**src/rtl/mem_port_arbiter.sv**
```systemverilog
`default_nettype none
// ============================================================================
// mem_port_arbiter : two-master arbiter for the shared 256-bit Data_Memory port
// Revision         : 1.0
// ============================================================================
module mem_port_arbiter #(
  parameter int ADDR_W     = 32,
  parameter int LINE_W     = 256,
  parameter int FIXED_PRIO = 0,
  parameter int TIMEOUT    = 64
) (
  input  logic              clk_i,
  input  logic              rst_i,

  input  logic              m0_enable_i,
  input  logic              m0_write_i,
  input  logic [ADDR_W-1:0] m0_addr_i,
  input  logic [LINE_W-1:0] m0_data_i,
  output logic              m0_ack_o,
  output logic [LINE_W-1:0] m0_data_o,

  input  logic              m1_enable_i,
  input  logic              m1_write_i,
  input  logic [ADDR_W-1:0] m1_addr_i,
  input  logic [LINE_W-1:0] m1_data_i,
  output logic              m1_ack_o,
  output logic [LINE_W-1:0] m1_data_o,

  output logic              mem_enable_o,
  output logic              mem_write_o,
  output logic [ADDR_W-1:0] mem_addr_o,
  output logic [LINE_W-1:0] mem_data_o,
  input  logic              mem_ack_i,
  input  logic [LINE_W-1:0] mem_data_i,

  output logic [1:0]        grant_o,
  output logic              err_o
);

  localparam int               WD_W    = (TIMEOUT > 1) ? $clog2(TIMEOUT + 1) : 1;
  localparam bit               WD_EN   = (TIMEOUT > 0);
  localparam logic [WD_W-1:0]  WD_LAST = WD_EN ? WD_W'(TIMEOUT - 1) : '0;
  localparam bit               PRIO_M1 = (FIXED_PRIO != 0);

  typedef enum logic [1:0] {
    S_IDLE    = 2'd0,
    S_BUSY    = 2'd1,
    S_RELEASE = 2'd2
  } state_t;

  state_t            state_q;
  logic [1:0]        grant_q;
  logic              last_q;      // 1: m1 owned the most recent transfer
  logic              mem_en_q;
  logic              write_q;
  logic [ADDR_W-1:0] addr_q;
  logic [LINE_W-1:0] data_q;
  logic [WD_W-1:0]   wd_q;
  logic              err_q;

  logic              w_busy;
  logic              w_req_any;
  logic              w_pick_m1;
  logic              w_tmo;
  logic              w_done;
  logic [LINE_W-1:0] w_rd_data;

  assign w_busy    = (state_q == S_BUSY);
  assign w_req_any = m0_enable_i | m1_enable_i;

  // A tie goes to m1 in fixed mode, otherwise to whoever did not own last.
  assign w_pick_m1 = (m0_enable_i & m1_enable_i) ? (PRIO_M1 ? 1'b1 : ~last_q)
                                                 : m1_enable_i;

  // The final permitted BUSY cycle doubles as the abort cycle; a real ack
  // arriving in that same cycle still completes the transfer normally.
  assign w_tmo  = WD_EN & w_busy & (wd_q == WD_LAST) & ~mem_ack_i;
  assign w_done = w_busy & (mem_ack_i | w_tmo);

  assign w_rd_data = (w_busy & mem_ack_i & ~write_q) ? mem_data_i : '0;

  assign m0_ack_o  = w_done & grant_q[0];
  assign m1_ack_o  = w_done & grant_q[1];
  assign m0_data_o = grant_q[0] ? w_rd_data : '0;
  assign m1_data_o = grant_q[1] ? w_rd_data : '0;

  assign mem_enable_o = mem_en_q;
  assign mem_write_o  = write_q;
  assign mem_addr_o   = addr_q;
  assign mem_data_o   = data_q;
  assign grant_o      = grant_q;
  assign err_o        = err_q;

  always_ff @(posedge clk_i or negedge rst_i) begin
    if (!rst_i) begin
      state_q  <= S_IDLE;
      grant_q  <= 2'b00;
      last_q   <= 1'b1;
      mem_en_q <= 1'b0;
      write_q  <= 1'b0;
      addr_q   <= '0;
      data_q   <= '0;
      wd_q     <= '0;
      err_q    <= 1'b0;
    end else begin
      case (state_q)
        S_IDLE: begin
          if (w_req_any) begin
            state_q  <= S_BUSY;
            mem_en_q <= 1'b1;
            grant_q  <= w_pick_m1 ? 2'b10 : 2'b01;
            write_q  <= w_pick_m1 ? m1_write_i : m0_write_i;
            addr_q   <= w_pick_m1 ? m1_addr_i  : m0_addr_i;
            data_q   <= w_pick_m1 ? m1_data_i  : m0_data_i;
            wd_q     <= '0;
          end
        end

        S_BUSY: begin
          if (w_done) begin
            state_q  <= S_RELEASE;
            mem_en_q <= 1'b0;
            grant_q  <= 2'b00;
            // An aborted transfer still counts as a turn for fairness.
            last_q   <= grant_q[1];
            wd_q     <= '0;
            if (w_tmo) begin
              err_q <= 1'b1;
            end
          end else begin
            wd_q <= wd_q + WD_W'(1);
          end
        end

        S_RELEASE: begin
          state_q <= S_IDLE;
        end

        default: begin
          state_q  <= S_IDLE;
          mem_en_q <= 1'b0;
          grant_q  <= 2'b00;
        end
      endcase
    end
  end

endmodule
`default_nettype wire

```
**config.mk**
```make
export PLATFORM = sky130hd
export DESIGN_NAME = mem_port_arbiter
export DESIGN_NICKNAME = d
export VERILOG_FILES = /design/src/rtl/mem_port_arbiter.sv
export SDC_FILE = /design/constraint.sdc
export NUM_CORES = 1
export LEC_CHECK = 0
export CORE_AREA = 8 8 640 642
export CTS_CLUSTER_SIZE = 12
export DETAILED_ROUTE_END_ITERATION = 10
export DIE_AREA = 0 0 648 650
export MAX_ROUTING_LAYER = met4
export SETUP_SLACK_MARGIN = 0.4
export SYNTH_ARGS = -nofsm -noshare
export SYNTH_HDL_FRONTEND = slang
export SYNTH_SLANG_ARGS = --single-unit
export TNS_END_PERCENT = 5
```
**constraint.sdc**
```tcl
create_clock -name clk_i -period 2.4 [get_ports clk_i]
set_clock_uncertainty 0.15 [all_clocks]
set_input_delay 0.24 -clock clk_i [delete_from_list [all_inputs] [get_ports clk_i]]
set_output_delay 0.24 -clock clk_i [all_outputs]
set_load 0.005 [all_outputs]
```
==> run summary, run 1 <==
Clock Power Share -> 16.6%
Setup TNS -> -339.14 ns
FFs w/ async S/R, synth -> 100%
Netlist Area Pre-Place -> 17,500 um^2
Bufs on Longest Clock Path -> 3
Latest clock arrival within the worst-skew pair -> 0.69 ns
Startpoint Class -> register
CTS buffer count -> 42
Fin worst setup slack -> -0.894 ns
Post-Syn Nets -> 3,083
Share of layout cells above drive strength 1 -> 25.2%
Leakage dissipation -> 20.4 nW
WP data arrival -> 2.90 ns
Min Tclk post-route -> 3.29 ns
Multiplexer share of the synthesized area -> 0.178%
Peak supply drop -> 0.000563 V
Initial Utilization -> 4.38%
Synth Area in Adders -> 0.0714%
Unrepaired setup endpoints after global routing -> true
Count of cell types in the netlist -> 36
Xor/xnor share of the synthesized area -> 0%
Final wirelength -> 367,000 um
Final setup vio count -> 516
Hold slack final -> 0.0537 ns
Number of synthesized flops with an enable pin -> 0
Failing checks -> negative setup slack
Peak Freq -> 304 MHz
Post-route ant nets -> 0
Psw -> 0.0204 W
Core area -> 400,000 um^2
GRT Residual Overflow -> 0
DR WL/cell -> 36.8 um
Post-synth top area cell -> dfrtp_1
CTS Sinks -> 303
R2R Setup Slk -> 0.28 ns
Setup crit end kind -> output port
Row cnt -> 233
Status -> finished with violations
Vias -> 28,600
Final net count -> 5,302
Die Ht -> 650 um
Horiz. Die Dim -> 648 um
Required @ worst endpoint -> 2.01 ns
Internal power -> 0.0220 W
Crit Path Max Fanout -> 26
Synth Area in Simple Gates -> 31.5%
DIE AREA -> 421,000 um^2
Dpl hpwl -> 322,000 um
I/O Pins -> 1,646
Synth Register Bits -> 303
Avg Synthesized Cell Area -> 7.81 um^2
CTS tree -> yes
Synth Flop Type -> dfrtp_1
Logic pwr share -> 60.9%
Post-synth top area share -> 43.1%
DRT Pass-1 Iters -> 6
Pin count of the biggest net entering global routing -> 144
WL met1 -> 123,000 um
Met3 Wirelength -> 38,600 um
Critical Path Start -> state_q[1]
Root Driver -> clkbuf_16
Register area -> 7580 um^2
CP most frequent cell -> buf_16
First-iteration detailed-routing DRC count -> 2,590
Min-Delay Path Class -> primary input to register
Worst setup path class -> register to output port
Met2 WL -> 186,000 um
FF-to-FF End -> mem_data_o[65]
Sequential power share -> 22.6%
Critical Path, Cell by Cell -> and2b_2 > buf_12 > and4b_4 > buf_16 > buf_16 > and2_1 > clkdlybuf4s50_1
Largest family of logic cells by synthesized area -> simple AND/OR/NAND/NOR gates
Area taken by multi-input logic gates -> 9720 um^2
Worst-Margin Slew -> 0.927 ns
Max cap viols -> 0
Seq/Total Area, Yosys -> 43.3%
DRC -> 0
Slew Limit Headroom -> 38.2%
Vias in the first global route -> 28,500
All-layer global routing usage -> 17.0%
Final hold violation count -> 0
Initial antenna violation count -> 244
Area growth syn-to-layout -> 203%
Slowest CP cell -> clkdlybuf4s50_1
Delay of the slowest critical-path stage -> 0.52 ns
Final RePlAce weighted congestion -> 1.06
Post-Syn Instances -> 2,243
R2R cell count -> 6
Net Sw Frac -> 48.1%
Post-synthesis compound-gate area fraction -> 19.6%
Via-to-Cell Ratio -> 2.87
Final period util -> 137%
Highest Signal Layer -> met4
Hold EP -> mem_data_o[216]
Fillers -> 45,400
Area contributors post-synth -> dfrtp_1 (43%), and2_1 (18%), nand2_1 (12%), a31oi_1 (10%), a21oi_1 (8.3%)
CTS HTree Levels -> 2
First-pass GRT wire length -> 429,000 um
Min-delay src -> m1_data_i[216]
RR Startpoint -> state_q[1]
Warnings, synthesis -> 0
Clk slew on worst S/H paths -> 0.06 ns
Slew Viols, Final -> 0
Worst Hold Depth -> 3
PD cells -> 797 nW/um^2
Number of buffers added on ports -> 1,645
-- routing by layer --
layer	GRT usage (%)	vias to the layer above
li1	-	12300
met1	16.5	14000
met2	29.8	1903
met3	6.90	469
met4	7.16	0
met5	-	-
-- worst max-delay path by stage --
stage	depth (start not counted)	endpoint	slack (ns)
2_1_floorplan	5	m1_data_o[100]	0.62
3_3_place_gp	6	m0_data_o[196]	-0.72
3_5_place_dp	6	m0_data_o[196]	-0.71
4_1_cts	8	m1_data_o[234]	-1.01
5_1_grt	7	m1_data_o[45]	-1.0
6_report	7	m1_data_o[45]	-0.89
-- cell usage after synthesis, types with 2 or more instances --
| library cell | count |
|---|---|
| nand2_1 | 580 |
| and2_1 | 515 |
| dfrtp_1 | 302 |
| a21oi_1 | 289 |
| a31oi_1 | 289 |
| clkbuf_1 | 139 |
| buf_2 | 60 |
| buf_1 | 9 |
| clkbuf_2 | 8 |
| o21ai_0 | 7 |
| a211oi_1 | 5 |
| buf_6 | 3 |
| nand2b_1 | 3 |
| o2bb2ai_1 | 3 |
| o31ai_1 | 3 |
| or4_1 | 3 |
| and4b_1 | 2 |
| inv_1 | 2 |
| mux2i_1 | 2 |
| nor2_1 | 2 |
| or3_1 | 2 |
-- state kept, by name, indices dropped and copies added, names as in the netlist --
register	cells
mem_addr_o	32
wd_q	7
mem_data_o	256
last_q	1
err_o	1
grant_o	2
mem_write_o	1
mem_enable_o	1
state_q	2
-- power groups by stage --
stage / clock network [W] / logic [W] / registers (W)
after floorplan: 0 / 0.00565 / 0.00925
after global placement: 0 / 0.0249 / 0.00941
after detailed placement: 0 / 0.0249 / 0.00948
after CTS: 0.00733 / 0.0264 / 0.00948
after global routing: 0.00747 / 0.0272 / 0.00980
final: 0.00701 / 0.0258 / 0.00955
-- cells in the final DEF, fill, tap and decap left out, types with 5 or more instances in the layout --
cell,count
nand2_1,580
a211oi_1,5
buf_2,50
buf_16,25
and2_1,242
clkbuf_1,8
clkdlybuf4s50_1,1078
and2_4,271
clkbuf_2,29
diode_2,186
clkbuf_16,47
dfrtp_1,302
a31oi_1,289
clkdlybuf4s15_2,48
buf_6,96
buf_8,12
buf_12,332
a21oi_1,289
dlymetal6s2s_1,22
clkbuf_8,9
buf_4,183
clkinv_2,6
clkdlybuf4s15_1,6
o21ai_0,7
dlygate4sd3_1,507
-- cell type report --
class / count / share of cell area [%]
diodes: 186 / 0.877
inverters: 2 / 0.0283
clock buffers: 59 / 2.27
well taps: 5287 / 12.5
repair buffers: 2394 / 51.3
multi-input cells: 1719 / 18.3
flip-flops and latches: 303 / 14.3
clock inverters: 18 / 0.490
-- worst max-delay path: cells and delay by family (launching register included) --
| family | cells | cell delay (ns) |
|---|---|---|
| flip-flops | 1 | 0.38 |
| buffers and inverters | 4 | 1.04 |
| AND/OR/NAND/NOR | 3 | 0.69 |
-- stage by stage --
step / std cells / util, % / setup slack [ns] / power [W] / area [um^2]
6_report: 9968 / 13.3 / -0.894 / 0.0423 / 53100
2_1_floorplan: 2243 / - / 0.618 / 0.0149 / 17500
3_5_place_dp: 9127 / 11.0 / -0.710 / 0.0343 / 44100
3_3_place_gp: 9127 / 11.0 / -0.722 / 0.0343 / 44100
4_1_cts: 9763 / 13.0 / -1.01 / 0.0432 / 51900
5_1_grt: 9944 / 13.3 / -0.999 / 0.0445 / 53000
-- logic make-up after synthesis --
family	Yosys count
AND/OR/NAND/NOR	1113
flip-flops	303
multiplexers	3
AO/OA/AOI/OAI	602
buffers and inverters	221
adder cells (fa/ha/maj)	1
-- repair_timing --
| action | in CTS | in global routing |
|---|---|---|
| hold endpoints to repair | 586 | 0 |
| cloned | 15 | 5 |
| resized for setup | 686 | 430 |
| hold buffers | 508 | 0 |
| setup endpoints to repair | 893 | 905 |
| pin swaps | 28 | 12 |
| buffers inserted | 36 | 14 |
No activity file was read; power rests on OpenSTA's default activity.
==> inputs of run 2 (changes only) <==
--- a/config.mk
+++ b/config.mk
@@ -5,10 +5,10 @@
 export SDC_FILE = /design/constraint.sdc
 export NUM_CORES = 1
 export LEC_CHECK = 0
-export CORE_AREA = 8 8 640 642
+export CORE_AREA = 5 5 637 639
 export CTS_CLUSTER_SIZE = 12
 export DETAILED_ROUTE_END_ITERATION = 10
-export DIE_AREA = 0 0 648 650
+export DIE_AREA = 0 0 642 644
 export MAX_ROUTING_LAYER = met4
 export SETUP_SLACK_MARGIN = 0.4
 export SYNTH_ARGS = -nofsm -noshare
==> run 2 against run 1 <==
Net effect: flip-flop and latch count is the same; highest routed layer unchanged; largest power group unchanged; clock power about the same; routed wire length down 5.1%; via count down 0.70%; count of clock-buffer cells in the layout down 7; combinational power down 3%; critical endpoint is now m0_data_o[176]; critical path type unchanged; global-route usage shrank 0.55 points; non-clock buffer count shrank 27; power fell by 1.6%; utilization down 0.19 points; setup slack better by 0.15 ns; the flow still finishes with violations (negative setup slack).
==> run summary, run 2 (synthesized netlist as in run 1, its figures left out) <==
Placed Area -> 44,000 um^2 (-0.14%)
Initial Utilization -> 4.40% (+0.019 points)
Final period util -> 131% (-6.3 points)
Required @ worst endpoint -> 2.01 ns (about the same)
Peak supply drop -> 0.000493 V (-12%)
DIE AREA -> 413,000 um^2 (-1.8%)
CP most frequent cell -> buf_12
CTS Sinks -> 303 (unchanged)
Final hold violation count -> 0 (unchanged)
Pre-CTS setup slack -> -0.510 ns (+0.201 ns)
Latest clock arrival within the worst-skew pair -> 0.64 ns (-0.05 ns)
PD cells -> 800 nW/um^2 (+0.27%)
WP buf/inv -> 8 (+4)
First-iteration detailed-routing DRC count -> 2,107 (-19%)
Clk slew on worst S/H paths -> 0.07 ns (about the same)
Worst-Margin Slew -> 0.673 ns (-0.254 ns)
Critical Path, Cell by Cell -> and2b_1 > and4b_4 > buf_12 > buf_16 > buf_16 > buf_12 > buf_16 > buf_8 > and2_4 > buf_12 > buf_12
Final RePlAce weighted congestion -> 1.00 (-5.1%)
Min Tclk post-route -> 3.14 ns (-0.150 ns)
CTS HTree Levels -> 2 (unchanged)
Final wirelength -> 348,000 um (-5.1%)
Crit Path Max Fanout -> 8 (-69%)
First-pass GRT wire length -> 411,000 um (-4.3%)
I/O Pins -> 1,646 (unchanged)
DRC -> 0 (unchanged)
Core area -> 399,000 um^2 (-0.43%)
Finished Core Util -> 13.1% (-0.19 points)
Initial antenna violation count -> 223 (-8.6%)
Via-to-Cell Ratio -> 2.89 (+0.63%)
All-layer global routing usage -> 16.4% (-0.55 points)
Row cnt -> 232 (-0.43%)
Post-route ant nets -> 0 (unchanged)
Peak Freq -> 318 MHz (+4.8%)
Worst setup path class -> register to output port
Min-Delay Path Class -> primary input to register
Design area -> 52,100 um^2 (-1.8%)
CTS tree -> yes
Area growth syn-to-layout -> 197%
Fin worst setup slack -> -0.744 ns (+0.150 ns)
Max cap viols -> 0 (unchanged)
Unrepaired setup endpoints after global routing -> true
Vias in the first global route -> 28,200 (-0.89%)
Startpoint Class -> register
Setup crit end kind -> output port
Dpl hpwl -> 305,000 um (-5.2%)
Number of buffers added on ports -> 1,645 (unchanged)
Bufs on Longest Clock Path -> 3 (unchanged)
Die Ht -> 644 um (-0.92%)
Slew Limit Headroom -> 55.0% (+17 points)
GRT Residual Overflow -> 0 (unchanged)
Pin count of the biggest net entering global routing -> 97 (-33%)
Commonest non-fill, non-tap cell in the layout -> clkdlybuf4s50_1
DR WL/cell -> 35.4 um (-3.8%)
Delay of the slowest critical-path stage -> 0.38 ns (-0.14 ns)
Status -> finished with violations
Commonest cells after routing, fill and taps aside -> clkdlybuf4s50_1 (1,082), nand2_1 (580), dlygate4sd3_1 (470), buf_12 (327), dfrtp_1 (302)
DRT Pass-1 Iters -> 5 (-1)
Horiz. Die Dim -> 642 um (-0.93%)
Leakage dissipation -> 20.0 nW (-1.7%)
Vias -> 28,400 (-0.70%)
Failing checks -> negative setup slack
WP data arrival -> 2.75 ns (-0.15 ns)
Slowest CP cell -> dfrtp_1
Top cell family by delay on the critical path -> buffers and inverters
CTS buffer count -> 42 (unchanged)
Final net count -> 5,275 (-0.51%)
Root Driver -> clkbuf_16
Slew Viols, Final -> 0 (unchanged)
Share of layout cells above drive strength 1 -> 25.1% (-0.13 points)
Final setup vio count -> 514 (-0.39%)
Max FFs per register -> 256 (unchanged)
run 2: layout make-up:
| class | count | area, um^2 |
|---|---|---|
| Inverter | 2 | 15.0 |
| Clock inverter | 24 | 327 |
| Multi-Input combinational cell | 1719 | 9660 |
| Sequential cell | 303 | 7580 |
| Clock buffer | 52 | 1140 |
| Antenna cell | 104 | 260 |
| Fill cell | 45200 | 346000 |
| Timing Repair Buffer | 2367 | 26600 |
| Tap cell | 5265 | 6590 |
run 2: power by group:
part / leakage, nW / total [W] / switching (W) / internal, W
clock: 0.709 / 0.00704 / 0.00307 / 0.00398
combinational: 15.9 / 0.0249 / 0.0146 / 0.0103
sequential: 3.41 / 0.00971 / 0.00204 / 0.00767
total: 20.0 / 0.0417 / 0.0197 / 0.0219
run 2: metrics by stage:
step	std cells	setup TNS, ns	hold slack [ns]	power, W
final	9836	-234.58	0.0615	0.0417
after detailed placement	9105	-121.22	0.0657	0.0337
after CTS	9700	-312.88	0.0000425	0.0424
after global routing	9821	-290.68	0.0299	0.0438
after global placement	9105	-121.32	0.0636	0.0337
after floorplan	2243	0	-0.206	0.0149
run 2: layer usage:
metal / global-route usage [%] / vias up / part of all wire (%)
met1: 16.2 / 14000 / 34
met3: 5.39 / 436 / 8.5
li1: - / 12100 / -
met4: 7.75 / 0 / 6.3
met2: 29.2 / 1903 / 51
met5: - / - / 0
run 2: worst paths after layout:
kind                               start              end  slack, ns  cells past startpoint
setup reg to reg              state_q[1]  mem_data_o[114]       0.10                      8
max in group asynchronous          rst_i  mem_data_o[138]       1.30                      3
hold reg to reg                    err_o            err_o       0.31                      1
hold / removal             m0_data_i[88]   mem_data_o[88]       0.06                      3
min in group asynchronous          rst_i   mem_data_o[25]       0.18                      3
setup / recovery              state_q[1]   m0_data_o[176]      -0.74                     11
run 2: worst register-to-register path, delay by kind of cell, from the launching register on:
kind | cells | cell delay [ns]
buf+inv | 5 | 0.98
compound gates | 3 | 0.71
flops | 1 | 0.38
run 2: what timing repair did:
action / 4_1_cts / 5_1_grt
resized for setup: 614 / 609
hold endpoints to repair: 581 / 0
pin swaps: 5 / 19
hold buffers: 471 / 0
cloned: 11 / 6
endpoints found under the setup margin: 875 / 1011
buffers inserted: 37 / 26
==> patch, RTL diff (config.mk and constraints of run 1) <==
`LINE_W`: 256 -> 128.
--- a/src/rtl/mem_port_arbiter.sv
+++ b/src/rtl/mem_port_arbiter.sv
@@ -7,3 +7,3 @@
   parameter int ADDR_W     = 32,
-  parameter int LINE_W     = 256,
+  parameter int LINE_W     = 128,
   parameter int FIXED_PRIO = 0,
Interface: changed (6 resized); port bits go from 1646 to 878. No check against the original RTL was run, so the function may have changed too.
==> patch against run 1 <==
  * The flow still finishes with violations (negative setup slack)
  * Total power down 50%
  * Worst setup slack improved by 0.35 ns
  * Synthesized area fell by 43%
  * First-iteration DRC count is 65% lower
  * Register-to-register slack lost 0.03 ns
  * Sequential power shrank 42%
  * Design area is 49% lower
  * Routed wire length shrank 63%
  * Global-route usage is 11 points lower
  * Critical path depth is 1 lower
  * Sequential cell count down 128
  * Critical path type unchanged
  * Highest routed layer unchanged
==> patch: results (changes against run 1) <==
antenna violations before repair 73 (-70%); Synth Area in Adders 0.00126 (+0.000547); Relative slew margins 0.369 (-0.0130); sw power 9.71 mW (-52%); failing checks negative setup slack; WHS 0.0704 ns (+0.0167 ns); power consumption 21.4 mW (-50%); WL met2 87300 µm (-53%); worst r2r dst mem_data_o[31]; Distinct cells, synth 37 (+2.8%); first-pass GRT wire length 162000 µm (-62%); max reg flops 128 (-50%); Leakage Power 8.93 nW (-56%); Num CTS Buffers 25 (-40%); Seq/Total Area, Yosys 0.441 (+0.00858); status finished with violations; Initial Utilization 0.0248 (-0.0190); drt wl/cell 18.5 µm (-50%); M1 GR Usage 0.0485 (-0.117); gpl congestion 0.923 (-13%); largest net degree at the start of global routing 91 (-37%); DRT iter0 DRCs 900 (-65%); top cells by area, synth dfrtp_1, and2_1, nand2_1; H-tree Lvls 4 (+2); Clk. pwr 3.68 mW (-48%); ratio of cells with drive above 1 in the final layout 0.192 (-0.0601); fin worst setup slack -0.547 ns (+0.347 ns); worst-path maximum fanout 14 (-46%); PortBufs 877 (-47%); Fillers 47012 (+3.5%); met3 track demand over resource 0.00991 (-0.0591); placed wire-length estimate 120000 µm (-63%); drt pass-1 iters 5 (-1); worst hold path class primary input to async pin; fin nets 2579 (-51%); Mapped Nets 1704 (-45%); metal3 WL 5910 µm (-85%); worst slack at placement -0.274 ns (+0.436 ns); most frequent cells after synthesis nand2_1, and2_1, dfrtp_1; R2R setup slack 0.25 ns (-0.03 ns); mux share of post-synthesis cell area 0.00315 (+0.00137); final setup violating endpoints 255 (-51%)
-- patch: cell types whose count changed in the layout (fill, tap and decap cells not counted), moves of 17 or more --
cell | before | now
a21oi_1 | 289 | 158
a31oi_1 | 289 | 125
a31oi_4 | 0 | 32
and2_4 | 271 | 17
buf_12 | 332 | 32
buf_16 | 25 | 8
buf_4 | 183 | 80
buf_6 | 96 | 23
clkbuf_16 | 47 | 27
clkdlybuf4s50_1 | 1078 | 637
dfrtp_1 | 302 | 166
diode_2 | 186 | 3
dlygate4sd3_1 | 507 | 11
nand2_1 | 580 | 324
-- patch: what timing repair did --
item | CTS | global route
gates resized for setup | 318 | 323
endpoints found under the hold margin | 181 | 0
setup buffers | 0 | 10
endpoints found under the setup margin | 271 | 273
cloned | 1 | 2
hold buffers | 12 | 0
pin swaps | 9 | 35
-- patch: how the worst max path moves through the flow --
stage                     slack, ns        from             end  cells past startpoint
after floorplan                0.66  state_q[1]  m0_data_o[100]                      5
after global placement        -0.27   mem_ack_i   m1_data_o[77]                      6
after detailed placement      -0.27   mem_ack_i   m1_data_o[85]                      6
after CTS                     -0.72  state_q[1]   m0_data_o[79]                      6
after global routing          -0.70  state_q[1]    m0_data_o[9]                      6
final                         -0.55  state_q[1]   m0_data_o[62]                      6
-- patch: through the flow --
stage,instances,instance area [µm²]
2_1_floorplan,1248,9930
3_3_place_gp,7358,25600
3_5_place_dp,7358,25600
4_1_cts,7403,26500
5_1_grt,7416,27000
6_report,7418,27000
-- patch: layout make-up --
type / instances / share of cell area
multi-input combinational: 951 / 0.208
antenna: 3 / 0.000278
sequential: 175 / 0.163
clock inverter: 5 / 0.00209
tap: 5287 / 0.245
timing repair buffer: 968 / 0.358
inverter: 2 / 0.000464
clock buffer: 27 / 0.0235
